[src/rtl/fifo_read_arbiter.sv]
// Read side of an asynchronous FIFO, shared by two requesters.
// Pops are arbitrated round-robin. Each pop is acknowledged one cycle after
// it is requested and delivers its word one cycle after that.
module fifo_read_arbiter #(
    parameter int addr_size = 3,
    parameter int data_size = 8
) (
    input  logic                 read_clock_i,
    input  logic                 read_reset_i,
    input  logic [addr_size:0]   write_to_read_pointer_i,
    input  logic [data_size-1:0] read_data_i,
    input  logic [1:0]           req_i,
    output logic [addr_size-1:0] read_address_o,
    output logic [addr_size:0]   read_pointer_o,
    output logic                 empty_o,
    output logic [addr_size:0]   level_o,
    output logic [1:0]           ack_o,
    output logic [1:0]           valid_o,
    output logic [data_size-1:0] data_o
);

    typedef enum logic {
        IDLE = 1'b0,
        POP  = 1'b1
    } state_t;

    localparam logic [addr_size:0] PTR_ONE = {{addr_size{1'b0}}, 1'b1};

    state_t               state;
    logic [addr_size:0]   rbin;
    logic [addr_size:0]   rbin_next;
    logic [1:0]           grant;
    logic [1:0]           next_grant;
    // Index of the requester served by the most recent pop.
    logic                 last_served;

    function automatic logic [addr_size:0] gray2bin(input logic [addr_size:0] g);
        logic [addr_size:0] b;
        b[addr_size] = g[addr_size];
        for (int i = addr_size - 1; i >= 0; i--) begin
            b[i] = b[i+1] ^ g[i];
        end
        return b;
    endfunction

    assign rbin_next      = rbin + PTR_ONE;
    assign read_address_o = rbin[addr_size-1:0];
    // The registered Gray pointer is compared directly; both sides are Gray.
    assign empty_o        = (read_pointer_o == write_to_read_pointer_i);
    assign level_o        = gray2bin(write_to_read_pointer_i) - rbin;

    // Grant selection: a lone requester wins, a tie goes to whoever waited.
    always_comb begin
        next_grant = 2'b00;
        case (req_i)
            2'b01:   next_grant = 2'b01;
            2'b10:   next_grant = 2'b10;
            2'b11:   next_grant = last_served ? 2'b01 : 2'b10;
            default: next_grant = 2'b00;
        endcase
    end

    // Two-state pop sequencer with registered outputs and read pointer.
    always_ff @(posedge read_clock_i) begin
        if (read_reset_i) begin
            state          <= IDLE;
            rbin           <= '0;
            read_pointer_o <= '0;
            grant          <= 2'b00;
            last_served    <= 1'b1;
            ack_o          <= 2'b00;
            valid_o        <= 2'b00;
            data_o         <= '0;
        end else begin
            case (state)
                IDLE: begin
                    valid_o <= 2'b00;
                    ack_o   <= 2'b00;
                    if (!empty_o && (req_i != 2'b00)) begin
                        grant <= next_grant;
                        ack_o <= next_grant;
                        state <= POP;
                    end
                end
                POP: begin
                    // The grant completes regardless of req_i or pointer changes now.
                    ack_o          <= 2'b00;
                    valid_o        <= grant;
                    data_o         <= read_data_i;
                    rbin           <= rbin_next;
                    read_pointer_o <= rbin_next ^ (rbin_next >> 1);
                    last_served    <= grant[1];
                    state          <= IDLE;
                end
                default: state <= IDLE;
            endcase
        end
    end

endmodule
[config.mk]
export PLATFORM = sky130hd
export DESIGN_NAME = fifo_read_arbiter
export DESIGN_NICKNAME = d
export VERILOG_FILES = /design/src/rtl/fifo_read_arbiter.sv
export SDC_FILE = /design/constraint.sdc
export NUM_CORES = 1
export LEC_CHECK = 0
export ABC_CLOCK_PERIOD_IN_PS = 7000
export CAP_MARGIN = 0
export CORE_MARGIN = 5
export CORE_UTILIZATION = 46
export CTS_CLUSTER_DIAMETER = 120
export DETAILED_ROUTE_END_ITERATION = 7
export PLACE_DENSITY = 0.83
export SLEW_MARGIN = 20
export SYNTH_ARGS = -nofsm -noshare
export SYNTH_HDL_FRONTEND = slang
export SYNTH_SLANG_ARGS = --single-unit
[constraint.sdc]
create_clock -name read_clock_i -period 7 [get_ports read_clock_i]
set_input_delay 1.4 -clock read_clock_i [delete_from_list [all_inputs] [get_ports read_clock_i]]
set_output_delay 1.4 -clock read_clock_i [all_outputs]
set_load 0.005 [all_outputs]
==> impl_results.md <==
- Hold Path Origin: grant[0]$_SDFFE_PP0P_
- Worst-Skew Late Latency: 0.31 ns
- DIE AREA: 0.00336 sq mm
- Max-slew headroom: 39.9%
- Critical Path AT: 3.96 ns
- Outcome: finished, final reports clean
- Post-route ant nets: 0
- H-tree depth: 1
- Resized Gates After CTS: 0
- RD Place Congestion: 0.777
- Fraction of layout cells with a size suffix above 1: 7.04%
- Global route overflow: 0
- Routed wire length: 2260 um
- Area grow syn2layout: 41.2%
- Critical Path RT: 5.60 ns
- Nets: 164
- Num ports: 40
- Clk slew on worst S/H paths: 0.12 ns
- DR iter-0 viols: 1
- PortBufs: 39
- Post-synth EDFFs: 0
- Tcrit/Tclk final: 76.6%
- Post-CTS Setup Inserts: 0
- RSZ-0062 raised after global routing: no
- Max Buffers Root-to-Sink: 2
- Post-synth top area share: 43.6%
- Reg2reg start: state$_SDFF_PP0_
- Starting Density: 47.8%
- Synth warn: 0
- Post-DP Area: 0.00147 sq mm
- Max Cap Violations: 0
- Fillers: 201
- TritonCTS buffer count: 3
- Synth Net Count: 124
- Crit path kind: input pin to output pin
- Most common cell in the netlist: dfxtp_1
- Setup Skew: 0.00101 ns
- Overall global routing resource usage: 15.1%
- PD cells: 195 mW/mm^2
- Critical path endpoint category: output pin
- Setup TNS Final: 0 ns
- Register area share after synthesis: 43.6%
- DP HPWL: 1770 um
- Total number of vias: 839
- Largest net degree at the start of global routing: 22
- Critical path peak fanout: 3
- Fin crit period: 5.36 ns
- Register bit total from synthesis: 23
- Core area: 0.00221 sq mm
- Wire length of the first global-routing pass: 3910 um
- Die height: 57.9 um
- Hold WS: 0.513 ns
- Yosys top cell by area: dfxtp_1
- Final setup vio count: 0
- Worst reg2reg setup slack: 5.36 ns
- CTS tree: done
- Vias per inst: 4.94
- Fmax: 187 MHz
- Post-route DRC: 0
- # diodes: 0
- Drt pass-1 iters: 2
- Final hold violations: 0
- Setup crit start: write_to_read_pointer_i[3]
- Wire per inst: 13.3 um
- CTS sink count: 23
- Main synth FF type: dfxtp_1
- Worst-Margin Slew: 0.900 ns
- Synth unique cells: 26
- Initial antenna violation count: 0
- Die width: 57.9 um
- Final Cell Area: 0.00149 sq mm
- Pins Over Slew Limit: 0
- Pleak: 0.594 nW
- HP Class: flip-flop to flip-flop
- Synth async-reset ratio: 0%
- Vias in the first global route: 896
- Max VDD drop: 0.145 mV
- Hold Buf Count CTS: 0
- Synth top cells by count: dfxtp_1, nor2_1, mux2i_1
- Synth top area cells: dfxtp_1, mux2i_1, xnor2_1, xor2_1, nor2_1
- Post-Syn Area: 0.00106 sq mm
- Row cnt: 17
- Mean post-synth cell area: 10.3 sq um
- Worst setup SP type: input pin
- Gate count of the mapped netlist: 103
- Root Buffer: clkbuf_4
[where the power goes]
part / total, mW / leakage [nW] / internal [mW] / switching (mW)
clock: 0.0603 / 0.0177 / 0.0214 / 0.0389
sequential: 0.151 / 0.188 / 0.140 / 0.0108
combinational: 0.0797 / 0.389 / 0.0505 / 0.0292
[final timing paths]
path,endpoint,depth (start not counted)
worst max-delay path,level_o[2],9
worst min-delay path,valid_o[0]$_SDFF_PP0_,1
worst max register to register,grant[1]$_SDFFE_PP0P_,4
worst min register to register,valid_o[0]$_SDFF_PP0_,1
[routing by layer]
layer | track usage (%) | vias up | share of wire, %
li1 | - | 418 | -
met1 | 15.9 | 385 | 41
met3 | 6.01 | 5 | 9.4
met4 | 6.95 | 0 | 2.0
met5 | 0 | - | 0
met2 | 26.1 | 31 | 48
[cells by family after synthesis]
| kind of cell | count (synthesis) | synth area share, % |
|---|---|---|
| and+or+nand+nor | 29 | 13.4 |
| DFF | 23 | 43.6 |
| xor gates and xnor gates | 17 | 14.8 |
| muxes | 12 | 11.4 |
| buffers and inverters | 9 | 3.43 |
| AOI/OAI and AO/OA | 8 | 6.86 |
| adders and majority gates | 5 | 6.63 |
[critical path, stage by stage]
cell             delay [ns]
clkdlybuf4s50_1        0.55
xor2_1                 0.25
xor2_1                 0.34
xnor2_1                0.18
ha_1                   0.17
inv_1                  0.06
fa_1                   0.37
xor2_1                 0.14
clkdlybuf4s50_1        0.51
[stage by stage]
stage	power (mW)	util, %	worst slack [ns]	std cells
floorplan	0.191	-	2.82	103
global placement	0.232	66.2	1.71	166
detailed placement	0.235	66.2	1.62	166
CTS	0.296	67.5	1.60	170
global route	0.310	67.5	1.50	170
finish	0.291	67.5	1.64	170
[flip-flops by register name, indices dropped and copies added (netlist names)]
signal	count
ack_o	2
data_o	8
grant	2
last_served	1
rbin	3
read_pointer_o	4
state	1
valid_o	2
[area by class of cell]
class | count | area [sq um] | area share (%)
clock buffers | 3 | 22.5 | 1.51
clock inverters | 1 | 5.00 | 0.335
inverters | 5 | 18.8 | 1.26
multi-input cells | 71 | 561 | 37.6
flip-flops and latches | 23 | 460 | 30.8
well taps | 28 | 35.0 | 2.35
repair buffers | 39 | 390 | 26.2
[cell usage in the layout (no fill, tap or decap), drive strengths merged, types with 2 or more instances in the layout]
| cell type | n |
|---|---|
| nand2 | 3 |
| xor2 | 9 |
| inv | 5 |
| nand3b | 2 |
| xnor2 | 8 |
| clkdlybuf4s50 | 39 |
| mux2i | 12 |
| nor2 | 17 |
| dfxtp | 23 |
| ha | 4 |
| o21ai | 2 |
| and3b | 2 |
| clkbuf | 3 |
Note: power is estimated with default switching activity, not from simulation.
